## config.mk

```make
export PLATFORM = sky130hd
export DESIGN_NAME = mul_approx_pipe
export DESIGN_NICKNAME = d
export VERILOG_FILES = /design/src/rtl/mul_approx_pipe.sv
export SDC_FILE = /design/constraint.sdc
export NUM_CORES = 1
export LEC_CHECK = 0
export BUFFER_PORTS_ARGS = -buffer_cell sky130_fd_sc_hd__buf_2
export CORE_ASPECT_RATIO = 2
export CORE_MARGIN = 10
export CORE_UTILIZATION = 25
export DETAILED_ROUTE_END_ITERATION = 7
export GPL_TIMING_DRIVEN = 0
export SLEW_MARGIN = 20
export SYNTH_ARGS = -nofsm -noshare
export SYNTH_HDL_FRONTEND = slang
export SYNTH_SLANG_ARGS = --single-unit
export TNS_END_PERCENT = 50
```

## constraint.sdc

```tcl
create_clock -name CLK -period 5.3 [get_ports CLK]
set_input_delay 0.265 -clock CLK [delete_from_list [all_inputs] [get_ports CLK]]
set_output_delay 0.265 -clock CLK [all_outputs]
set_load 0.03 [all_outputs]
```

## src/rtl/mul_approx_pipe.sv

```systemverilog
// Pipelined unsigned WIDTH x WIDTH multiplier with per-transaction exact/truncated mode.
// Optional error-centering bias on approximate results: define MUL_APPROX_BIAS_COMP_EN.
module mul_approx_pipe #(
  parameter int unsigned WIDTH  = 8,
  parameter int unsigned TRUNC  = 4,
  parameter int unsigned STAGES = 3
) (
  input  logic                 CLK,
  input  logic                 RST_N,
  input  logic                 IN_VALID,
  output logic                 IN_READY,
  input  logic [WIDTH-1:0]     A,
  input  logic [WIDTH-1:0]     B,
  input  logic                 MODE,
  output logic                 OUT_VALID,
  input  logic                 OUT_READY,
  output logic [2*WIDTH-1:0]   O,
  output logic                 OUT_MODE,
  output logic [15:0]          APPROX_CNT
);

  localparam int unsigned PW = 2 * WIDTH;

  typedef logic [PW-1:0]    word_t;
  typedef word_t [WIDTH-1:0] rows_t;

`ifdef MUL_APPROX_BIAS_COMP_EN
  localparam int unsigned BiasSh = (TRUNC > 0) ? TRUNC - 1 : 0;
  localparam word_t       Bias   = word_t'(1) << BiasSh;
`endif

  // Middle stage that folds partial-product row i into the running sum in row 0.
  function automatic int stage_of(input int i);
    int div;
    div = (WIDTH > 1) ? int'(WIDTH) - 1 : 1;
    if (STAGES == 1 || i == 0) return 0;
    return 1 + ((i - 1) * (int'(STAGES) - 1)) / div;
  endfunction

  function automatic rows_t fold(input rows_t src, input int k);
    rows_t r;
    word_t acc;
    r   = src;
    acc = src[0];
    for (int i = 1; i < int'(WIDTH); i++) begin
      if (stage_of(i) == k) begin
        acc  = acc + src[i];
        r[i] = '0;
      end
    end
    r[0] = acc;
    return r;
  endfunction

  // Rows already folded are zero, so the final stage can simply add everything left.
  function automatic word_t sum_rows(input rows_t src);
    word_t acc;
    acc = '0;
    for (int i = 0; i < int'(WIDTH); i++) acc = acc + src[i];
    return acc;
  endfunction

  logic [STAGES-1:0] valid_q, mode_q;
  logic [STAGES-1:0] src_valid, src_mode;
  logic [STAGES:0]   ready;
  rows_t             pp, last_src;
  word_t             mask, last_word, prod_q;
  logic [15:0]       approx_cnt_q;

  always_comb begin
    ready[STAGES] = OUT_READY;
    for (int k = int'(STAGES) - 1; k >= 0; k--) begin
      ready[k] = !valid_q[k] || ready[k+1];
    end
    src_valid[0] = IN_VALID;
    src_mode[0]  = MODE;
    for (int k = 1; k < int'(STAGES); k++) begin
      src_valid[k] = valid_q[k-1];
      src_mode[k]  = mode_q[k-1];
    end
  end

  // Column masking drops exactly the terms a_i*b_j with i+j < TRUNC.
  always_comb begin
    mask = MODE ? ~((word_t'(1) << TRUNC) - word_t'(1)) : '1;
    for (int i = 0; i < int'(WIDTH); i++) begin
      pp[i] = B[i] ? ((word_t'(A) << i) & mask) : '0;
    end
  end

  if (STAGES > 1) begin : g_pipe
    rows_t rows_q [STAGES-1];

    always_ff @(posedge CLK or negedge RST_N) begin
      if (!RST_N) begin
        for (int k = 0; k < int'(STAGES) - 1; k++) rows_q[k] <= '0;
      end else begin
        if (ready[0] && IN_VALID) rows_q[0] <= pp;
        for (int k = 1; k < int'(STAGES) - 1; k++) begin
          if (ready[k] && valid_q[k-1]) rows_q[k] <= fold(rows_q[k-1], k);
        end
      end
    end

    assign last_src = rows_q[STAGES-2];
  end else begin : g_single
    assign last_src = pp;
  end

  always_comb begin
    last_word = sum_rows(last_src);
`ifdef MUL_APPROX_BIAS_COMP_EN
    if (TRUNC > 0 && src_mode[STAGES-1]) begin
      logic [PW:0] wide;
      wide      = {1'b0, last_word} + {1'b0, Bias};
      last_word = wide[PW] ? '1 : wide[PW-1:0];
    end
`endif
  end

  always_ff @(posedge CLK or negedge RST_N) begin
    if (!RST_N) begin
      valid_q      <= '0;
      mode_q       <= '0;
      prod_q       <= '0;
      approx_cnt_q <= '0;
    end else begin
      for (int k = 0; k < int'(STAGES); k++) begin
        if (ready[k]) begin
          valid_q[k] <= src_valid[k];
          if (src_valid[k]) mode_q[k] <= src_mode[k];
        end
      end
      if (ready[STAGES-1] && src_valid[STAGES-1]) prod_q <= last_word;
      if (OUT_VALID && OUT_READY && OUT_MODE && approx_cnt_q != 16'hFFFF) begin
        approx_cnt_q <= approx_cnt_q + 16'd1;
      end
    end
  end

  assign IN_READY   = ready[0];
  assign OUT_VALID  = valid_q[STAGES-1];
  assign OUT_MODE   = mode_q[STAGES-1];
  assign O          = prod_q;
  assign APPROX_CNT = approx_cnt_q;

endmodule

```

==> results.sh, run 1 <==
export IMPL_crit_fanout=5
export IMPL_status="finished, final reports clean"
export IMPL_ys_flop_type="dfrtp_1"
export IMPL_cts_buffer_depth=2
export IMPL_synth_fa_ha_area_share_pct=13.12
export IMPL_die_height_um=262.0
export IMPL_cts_resized=0
export IMPL_ys_top_cells_by_count="nand2_1 (154), dfrtp_1 (139), o21ai_0 (85)"
export IMPL_reg2reg_slack_ps=450
export IMPL_setup_worst_path_class="reg -> reg"
export IMPL_critical_path_arrival_ps=5150
export IMPL_cap_viol_max_count=0
export IMPL_syn_area_um2=7322
export IMPL_cts_sinks=139
export IMPL_antenna_left=0
export IMPL_ctsRootBufferMaster="clkbuf_16"
export IMPL_start_kind="register"
export IMPL_synth_simple_gate_area_share_pct=13.77
export IMPL_slew_headroom_pct=54.83
export IMPL_grt_pass1_wl_mm=30.15
export IMPL_clkLatencyLatePin_ps=440
export IMPL_layout_setup_ws_ps=449.1
export IMPL_yosysTopAreaCell="dfrtp_1"
export IMPL_fp_coreArea_um2=28850
export IMPL_yosys_area_top_type_share_pct=47.51
export IMPL_wl_per_cell_um=16.38
export IMPL_stdcell_count=1142
export IMPL_antenna_found_initial=0
export IMPL_skew_ps=11.71
export IMPL_drv_slew=0
export IMPL_synth_seq_cells=139
export IMPL_whs_path_depth=2
export IMPL_syn_area_per_cell_um2=10.36
export IMPL_ys_warn_count=0
export IMPL_htreeDepth=4
export IMPL_gp_congestion=0.8309
export IMPL_reg2reg_to="g_pipe.rows_q[11]"
export IMPL_io_buffers=41
export IMPL_final_setup_viol_count=0
export IMPL_synth_edf_count=0
export IMPL_ir_drop_v=0.0002475
export IMPL_rsz0062_at_grt="false"
export IMPL_hold_path_class="in -> reg"
export IMPL_ys_types=47
export IMPL_row_count=88
export IMPL_synthCells=707
export IMPL_post_route_util_pct=29.93
export IMPL_place_ws_ps=463.7
export IMPL_routed_via_density=4.522
export IMPL_cp_required_ps=5600
export IMPL_synth_compound_area_share_pct=10.73
export IMPL_fmax_mhz=206.1
export IMPL_drc=0
export IMPL_p_leak_nw=4.082
export IMPL_grtUsageTotal_pct=10.49
export IMPL_drive_gt1_share_pct=17.39
export IMPL_period_share_pct=91.53
export IMPL_synth_xor_area_share_pct=5.024
export IMPL_min_period_ps=4851
export IMPL_syn_nets=794
export IMPL_cts_tree="built"
export IMPL_grt_pass1_vias=5622
export IMPL_ioPinCount=56
export IMPL_clk_pin_slew_worst_paths_ps=70
export IMPL_nNetsFinal=856
export IMPL_cts_buffers=17
export IMPL_max_slew_worst_pin_slew_ps=677.6
export IMPL_netlist_top_cells_area="dfrtp_1 (48%), ha_1 (8.2%), nand2_1 (7.9%)"
export IMPL_first_pass_iters=4
export IMPL_grt_max_degree=99
export IMPL_fillers=3053
export IMPL_synth_top_family_by_area="simple AND/OR/NAND/NOR gates"
export IMPL_setup_tns_ps=0
export IMPL_post_dp_hpwl_mm=14.46
export IMPL_min_delay_start="IN_VALID"
export IMPL_hold_violations=0
export IMPL_antenna_cells=0
export IMPL_post_synth_top_count_cell="nand2_1"
export IMPL_crit_path_end_kind="register"
export IMPL_synth_seq_area_share_pct=47.51
export IMPL_r2r_start="g_pipe.rows_q[145]"
export IMPL_initial_utilization_pct=25.38
export IMPL_hold_end="valid_q[0]"
export IMPL_ff2ff_path_depth=22
export IMPL_vias=5164
export IMPL_wl_mm=18.71
export IMPL_die_area_um2=36950
export IMPL_synthMuxAreaShare_pct=6.647
export IMPL_dp_cells=1109
export IMPL_die_x_um=141.0
export IMPL_synthArstFlopShare_pct=100.0
export IMPL_p_per_area_nw_per_um2=506.4
export IMPL_overflow=0
export IMPL_area_growth_pct=17.93
export IMPL_detail_route_iter0_violations=213
-- where the power goes --
part / switching [W] / internal [W] / total (W)
sequential: 0.000173 / 0.00128 / 0.00145
clock: 0.000496 / 0.000730 / 0.00123
combinational: 0.000986 / 0.000712 / 0.00170
-- sequential cells by signal, indices dropped and copies added (netlist names) --
| register | cells |
|---|---|
| O | 16 |
| valid_q | 3 |
| g_pipe.rows_q | 101 |
| mode_q | 3 |
| APPROX_CNT | 16 |
-- cells by family after synthesis --
group                      after synthesis
and+or+nand+nor                        226
AOI/OAI and AO/OA                      139
DFF                                    139
adders and majority gates               66
buffers and inverters                   52
muxes                                   43
xor gates and xnor gates                42
-- what timing repair did --
action | 4_1_cts | 5_1_grt
hold buffers | 1 | 0
hold endpoints to repair | 41 | 0
endpoints found under the setup margin | 0 | 0
buffers inserted | 0 | 0
-- critical path, cell delays in order, from the launching register on --
cell	delay [ps]
dfrtp_1	360
ha_1	170
inv_1	50
fa_1	420
nor2b_1	170
o21a_1	150
nor2_1	60
xnor2_1	270
ha_1	330
a21o_1	190
a221o_1	380
xor2_1	160
ha_1	370
nand3_1	90
o211ai_1	250
nor2_1	80
xnor2_1	130
ha_1	350
nor3_1	190
nor2_1	60
a31oi_1	210
xor2_1	180
o21ai_0	80
-- how the worst max path moves through the flow --
| stage | cells past startpoint | to | start |
|---|---|---|---|
| 3_5_place_dp | 22 | g_pipe.rows_q[11] | g_pipe.rows_q[145] |
| 3_3_place_gp | 22 | g_pipe.rows_q[11] | g_pipe.rows_q[145] |
| 4_1_cts | 22 | g_pipe.rows_q[11] | g_pipe.rows_q[145] |
| 5_1_grt | 22 | g_pipe.rows_q[11] | g_pipe.rows_q[145] |
| 2_1_floorplan | 22 | g_pipe.rows_q[11] | g_pipe.rows_q[129] |
| 6_report | 22 | g_pipe.rows_q[11] | g_pipe.rows_q[145] |
-- stage by stage --
| stage | power [W] | hold slack (ps) | area (µm²) |
|---|---|---|---|
| detailed placement | 0.003179 | 172.5 | 8015 |
| global route | 0.004682 | 42.15 | 8635 |
| global placement | 0.003134 | 458.3 | 7978 |
| finish | 0.004372 | 55.36 | 8635 |
| CTS | 0.004432 | 47.27 | 8635 |
| floorplan | 0.002683 | -30.59 | 7322 |
-- layout by cell type (no fill, tap or decap), drive strengths merged, types with 5 or more instances in the layout --
master | synthesis | final
fa | 18 | 18
o21a | 6 | 6
xnor2 | 23 | 23
xor2 | 19 | 19
nand3 | 14 | 14
a21o | 8 | 8
buf | 29 | 71
nor2b | 5 | 5
ha | 48 | 48
nand2b | 8 | 8
nor2 | 14 | 14
nand2 | 154 | 154
a21oi | 19 | 19
mux2 | 42 | 42
nor3 | 10 | 10
clkbuf | 7 | 26
dfrtp | 139 | 139
o21ai | 85 | 85
inv | 16 | 22
nand4 | 6 | 6
-- final cells by class --
class	instances	area [µm²]	share of cell area, %
multi-input cells	516	3610	41.81
inverters	16	60.06	0.6956
plain buffers	36	173.9	2.014
repair buffers	43	252.7	2.927
clock inverters	13	156.4	1.811
flip-flops and latches	139	3478	40.28
clock buffers	19	452.9	5.246
well taps	360	450.4	5.217
-- per-layer routing --
layer	global-route usage, %	wire, µm	vias up
met3	1.880	492	42
met5	0	0	-
li1	-	-	2538
met1	9.441	6565	2499
met4	6.365	785	0
met2	20.82	10870	85
(Power assumes the default switching activity.)
==> run 2, diff against run 1 <==
RECOVER_POWER = 100   (was not set)
clock period = 5.05 ns   (was 5.3 ns; I/O delays follow)
==> run 2 against run 1 <==
Against the previous run: the run now ends with max-capacitance violations, max-slew violations left; hold slack lost 9.8 ps; combinational power up 4%; count of clock-buffer cells in the layout unchanged; die area stayed put; routed wire length rose by 0.45%; largest cell class unchanged; register-to-register slack worse by 220 ps; highest routed layer unchanged.
==> results.sh, run 2 (same netlist as run 1, synthesis figures left out) <==
export IMPL_status="complete, but fails checks"
export IMPL_violations="max-capacitance violations, max-slew violations"
export IMPL_grt_pass1_wl_mm=30.15
export IMPL_grt_max_degree=99
export IMPL_cts_buffer_depth=2
export IMPL_p_leak_nw=3.926
export IMPL_p_seq_share_pct=33.3
export IMPL_min_period_ps=4818
export IMPL_antenna_found_initial=0
export IMPL_r2r_start="g_pipe.rows_q[145]"
export IMPL_crit_fanout=5
export IMPL_whs_path_depth=2
export IMPL_regMostFlops="g_pipe.rows_q"
export IMPL_wl_per_cell_um=16.41
export IMPL_crit_path_frequent_cell="ha_1"
export IMPL_first_pass_iters=4
export IMPL_initial_utilization_pct=25.38
export IMPL_hold_violations=0
export IMPL_cp_endpoint="g_pipe.rows_q[10]"
export IMPL_fillers=3084
export IMPL_ctsRootBufferMaster="clkbuf_16"
export IMPL_ff2ff_path_depth=23
export IMPL_detail_route_iter0_violations=226
export IMPL_drv_slew=42
export IMPL_critical_path_arrival_ps=5110
export IMPL_postLayoutCellArea_um2=8568
export IMPL_largest_reg_flops=101
export IMPL_dpl_instance_area_um2=8015
export IMPL_routed_via_density=4.573
export IMPL_max_slew_worst_pin_slew_ps=2339
export IMPL_period_share_pct=95.41
export IMPL_slowest_delay_ps=420
export IMPL_grt_pass1_vias=5622
export IMPL_path_cells="ha_1 -> inv_1 -> fa_1 -> nor2b_1 -> o21a_1 -> nor2_1 -> xnor2_2 -> ha_1 -> a21o_1 -> a221o_1 -> xor2_1 -> ha_1 -> nand3_1 -> o211ai_1 -> nor2_1 -> xnor2_1 -> ha_1 -> buf_4 -> nand2_1 -> o211ai_1 -> a21oi_1 -> xor2_1 -> o21ai_0"
export IMPL_setup_worst_path_class="reg -> reg"
export IMPL_vias=5236
export IMPL_fmax_mhz=207.6
export IMPL_stdcell_count=1145
export IMPL_cp_required_ps=5340
export IMPL_antenna_cells=0
export IMPL_skew_ps=11.22
export IMPL_final_common_cell="nand2_1"
export IMPL_crit_path_end_kind="register"
export IMPL_die_area_um2=36950
export IMPL_internal_power_w=0.002825
export IMPL_reg2reg_slack_ps=230
export IMPL_wl_mm=18.80
export IMPL_grtUsageTotal_pct=10.49
export IMPL_dp_cells=1109
export IMPL_cts_buffers=17
export IMPL_cap_viol_max_count=1
export IMPL_post_dp_hpwl_mm=14.46
export IMPL_ir_drop_v=0.0002674
export IMPL_row_count=88
export IMPL_fp_coreArea_um2=28850
export IMPL_drive_gt1_share_pct=11.34
export IMPL_nNetsFinal=859
export IMPL_clkPwrFrac_pct=28.2
export IMPL_drc=0
export IMPL_cts_sinks=139
export IMPL_post_route_util_pct=29.70
export IMPL_ioPinCount=56
export IMPL_antenna_left=0
export IMPL_gp_congestion=0.8309
export IMPL_p_per_area_nw_per_um2=533.4
export IMPL_pwr_share_comb_pct=38.5
export IMPL_slowest_stage="fa_1"
export IMPL_p_sw_w=0.001745
export IMPL_reg2reg_to="g_pipe.rows_q[10]"
export IMPL_layout_common_cells="nand2_1 (154), dfrtp_1 (139), o21ai_0 (85)"
export IMPL_die_height_um=262.0
export IMPL_final_setup_viol_count=0
export IMPL_htreeDepth=4
export IMPL_clk_pin_slew_worst_paths_ps=70
export IMPL_io_buffers=41
export IMPL_slew_headroom_pct=-55.93
export IMPL_start_kind="register"
export IMPL_area_growth_pct=17.02
export IMPL_startpoint="g_pipe.rows_q[145]"
export IMPL_hold_path_class="in -> reg"
export IMPL_cts_tree="built"
export IMPL_die_x_um=141.0
export IMPL_overflow=0
export IMPL_p_sw_share_pct=38.19
export IMPL_clkLatencyLatePin_ps=430
==> run 2: how the worst min path moves through the flow <==
stage                         from  slack, ps       endpoint
after floorplan              RST_N        -40  APPROX_CNT[0]
after global placement       O[10]        460          O[10]
after detailed placement     RST_N        160           O[1]
after CTS                 IN_VALID         30     valid_q[0]
after global routing      IN_VALID         30     valid_q[0]
final                     IN_VALID         50     valid_q[0]
==> run 2: power by group through the flow <==
stage	logic, W	registers [W]	clock network, W
detailed placement	0.00179	0.00155	0
finish	0.00176	0.00152	0.00129
global route	0.00198	0.00155	0.00136
CTS	0.00181	0.00153	0.00131
global placement	0.00175	0.00153	0
floorplan	0.00117	0.00164	0
==> run 2: per-stage QoR <==
step | hold WS [ps] | power [W] | TNS [ps] | setup slack (ps)
after floorplan | -43.09 | 0.002815 | 0 | 864.9
after global placement | 458.3 | 0.003289 | 0 | 298.8
after detailed placement | 160.0 | 0.003337 | 0 | 213.7
after CTS | 34.77 | 0.004651 | 0 | 185.5
after global routing | 29.65 | 0.004898 | -33.11 | -27.66
final | 45.58 | 0.004571 | 0 | 231.9
==> run 2: repair_timing <==
item | 4_1_cts | 5_1_grt
buffers inserted | 0 | 3
hold buffers | 1 | 0
gates resized for setup | 0 | 6
setup endpoints to repair | 0 | 1
endpoints found under the hold margin | 41 | 0
==> run 2: layout make-up <==
cell class | count | area (µm²) | share of cell area [%]
inverter | 16 | 60.06 | 0.7009
multi-input combinational | 516 | 3612 | 42.16
sequential | 139 | 3478 | 40.60
buffer | 36 | 137.6 | 1.606
clock buffer | 19 | 452.9 | 5.286
tap | 360 | 450.4 | 5.257
timing repair buffer | 46 | 220.2 | 2.570
clock inverter | 13 | 156.4 | 1.825
==> run 2: worst max-delay path: cells and delay by family, from the launching register on <==
family,cells,cell delay [ps]
flip-flops,1,360
AND/OR/NAND/NOR,5,480
buffers and inverters,2,210
adder cells (fa/ha/maj),5,1580
AO/OA/AOI/OAI,7,1390
XOR/XNOR,4,660
==> run 2: layer usage <==
layer	routed length, µm	up-vias	global-route usage [%]
met5	0	-	0
met4	810	0	6.365
met3	511	50	1.880
met2	10890	105	20.82
met1	6585	2534	9.441
li1	-	2547	-
==> run 3, diff against run 2 <==
clock period = 5.5 ns   (was 5.05 ns; I/O delays follow)
==> run 3 against run 2 <==
Against the previous run: the flow still finishes with violations (max-capacitance violations, max-slew violations); via count is 0.46% lower; hold slack better by 20 ps; critical path depth down 1.
==> results.sh, run 3 (same netlist as run 1, synthesis figures left out) <==
export IMPL_status="complete, but fails checks"
export IMPL_violations="max-capacitance violations, max-slew violations"
export IMPL_overflow=0
export IMPL_dpl_instance_area_um2=8015
export IMPL_grtUsageTotal_pct=10.49
export IMPL_drc=0
export IMPL_crit_path_end_kind="register"
export IMPL_p_per_area_nw_per_um2=489.7
export IMPL_io_buffers=41
export IMPL_cts_tree="built"
export IMPL_min_period_ps=4858
export IMPL_slowest_delay_ps=420
export IMPL_htreeDepth=4
export IMPL_stdcell_count=1142
export IMPL_post_route_util_pct=29.50
export IMPL_layout_common_cells="nand2_1 (154), dfrtp_1 (139), o21ai_0 (85)"
export IMPL_pwr_share_comb_pct=38.0
export IMPL_regMostFlops="g_pipe.rows_q"
export IMPL_antenna_left=0
export IMPL_largest_reg_flops=101
export IMPL_clk_pin_slew_worst_paths_ps=70
export IMPL_clkLatencyLatePin_ps=440
export IMPL_nNetsFinal=856
export IMPL_start_kind="register"
export IMPL_p_seq_share_pct=33.6
export IMPL_cts_buffer_depth=2
export IMPL_fp_coreArea_um2=28850
export IMPL_first_pass_iters=4
export IMPL_setup_tns_ps=0
export IMPL_fmax_mhz=205.8
export IMPL_gp_congestion=0.8309
export IMPL_post_dp_hpwl_mm=14.46
export IMPL_wl_mm=18.74
export IMPL_grt_max_degree=99
export IMPL_layout_setup_ws_ps=641.7
export IMPL_cap_viol_max_count=1
export IMPL_crit_fanout=5
export IMPL_antenna_cells=0
export IMPL_cts_buffers=17
export IMPL_cp_num_buf_inv=1
export IMPL_cp_required_ps=5800
export IMPL_skew_ps=11.54
export IMPL_setup_worst_path_class="reg -> reg"
export IMPL_slew_headroom_pct=-56.10
export IMPL_die_height_um=262.0
export IMPL_row_count=88
export IMPL_clkPwrFrac_pct=28.5
export IMPL_drive_gt1_share_pct=10.49
export IMPL_place_ws_ps=663.7
export IMPL_max_slew_worst_pin_slew_ps=2342
export IMPL_p_sw_w=0.001592
export IMPL_drv_slew=42
export IMPL_ir_drop_v=0.0002386
export IMPL_cts_sinks=139
export IMPL_ioPinCount=56
export IMPL_die_x_um=141.0
export IMPL_postLayoutCellArea_um2=8509
export IMPL_grt_pass1_wl_mm=30.15
export IMPL_slowest_stage="fa_1"
export IMPL_ctsRootBufferMaster="clkbuf_16"
export IMPL_vias=5212
export IMPL_p_leak_nw=3.893
export IMPL_wl_per_cell_um=16.41
export IMPL_p_sw_share_pct=38.20
export IMPL_area_growth_pct=16.22
export IMPL_path_cells="ha_1 -> inv_1 -> fa_1 -> nor2b_1 -> o21a_1 -> nor2_1 -> xnor2_1 -> ha_1 -> a21o_1 -> a221o_1 -> xor2_1 -> ha_1 -> nand3_1 -> o211ai_1 -> nor2_1 -> xnor2_1 -> ha_1 -> nor3_1 -> nor2_1 -> a31oi_1 -> xor2_1 -> o21ai_0"
export IMPL_dp_cells=1109
export IMPL_internal_power_w=0.002575
export IMPL_period_share_pct=88.33
export IMPL_rsz0062_at_grt="false"
export IMPL_final_common_cell="nand2_1"
export IMPL_antenna_found_initial=0
export IMPL_cts_setup_buffers=0
export IMPL_final_setup_viol_count=0
export IMPL_hold_violations=0
export IMPL_routed_via_density=4.564
export IMPL_critPathTopFamily="adder cells"
export IMPL_die_area_um2=36950
export IMPL_crit_path_frequent_cell="ha_1"
export IMPL_detail_route_iter0_violations=204
export IMPL_grt_pass1_vias=5622
export IMPL_initial_utilization_pct=25.38
export IMPL_hold_path_class="in -> reg"
export IMPL_critical_path_arrival_ps=5160
[run 3: cell types whose count changed in the layout (fill, tap and decap cells not counted)]
cell	change
buf_4	-3
a31oi_1	+2
xnor2_1	+2
xnor2_2	-2
a31oi_2	-1
a31oi_4	-1
[run 3: area by class of cell]
cell class	count	area, µm²
clock buffers	19	452.9
plain buffers	36	137.6
well taps	360	450.4
fillers	3085	20340
flip-flops and latches	139	3478
repair buffers	43	197.7
multi-input cells	516	3576
clock inverters	13	156.4
inverters	16	60.06
[run 3: timing repair]
item,in CTS,in global routing
hold buffers,1,0
endpoints found under the hold margin,41,0
resized for setup,0,0
[run 3: final timing paths]
check	start	end	depth (start not counted)	slack [ps]
min reg2reg	O[14]	O[14]	2	470
max reg2reg	g_pipe.rows_q[145]	g_pipe.rows_q[11]	22	640
max	g_pipe.rows_q[145]	g_pipe.rows_q[11]	22	640
min	IN_VALID	valid_q[0]	2	70
max in group asynchronous	RST_N	g_pipe.rows_q[183]	3	3010
min in group asynchronous	RST_N	APPROX_CNT[3]	2	1090
[run 3: power groups by stage]
| stage | Clock, W | Combinational, W | Sequential (W) |
|---|---|---|---|
| after CTS | 0.00120 | 0.00166 | 0.00140 |
| after floorplan | 0 | 0.00108 | 0.00151 |
| after global placement | 0 | 0.00161 | 0.00141 |
| final | 0.00119 | 0.00158 | 0.00140 |
| after global routing | 0.00125 | 0.00179 | 0.00143 |
| after detailed placement | 0 | 0.00164 | 0.00142 |
[run 3: worst reg2reg max path: stages, from the launching register on]
cell	delay, ps
dfrtp_1	360
ha_1	170
inv_1	50
fa_1	420
nor2b_1	170
o21a_1	150
nor2_1	60
xnor2_1	270
ha_1	330
a21o_1	190
a221o_1	380
xor2_1	160
ha_1	370
nand3_1	90
o211ai_1	250
nor2_1	80
xnor2_1	130
ha_1	350
nor3_1	200
nor2_1	60
a31oi_1	210
xor2_1	180
o21ai_0	80
[run 3: metal layers]
layer	track usage [%]	vias up	wire length [µm]	share of wire (%)
li1	-	2537	-	-
met1	9.441	2524	6590	35
met2	20.82	103	10830	58
met3	1.880	48	480	2.6
met4	6.365	0	843	4.5
met5	0	-	0	0
[run 3: metrics by stage]
| step | total power, W | hold WS, ps |
|---|---|---|
| final | 0.004167 | 66.04 |
| after global routing | 0.004463 | 52.15 |
| after CTS | 0.004271 | 57.27 |
| after detailed placement | 0.003064 | 182.5 |
| after global placement | 0.003020 | 458.3 |
| after floorplan | 0.002585 | -20.59 |
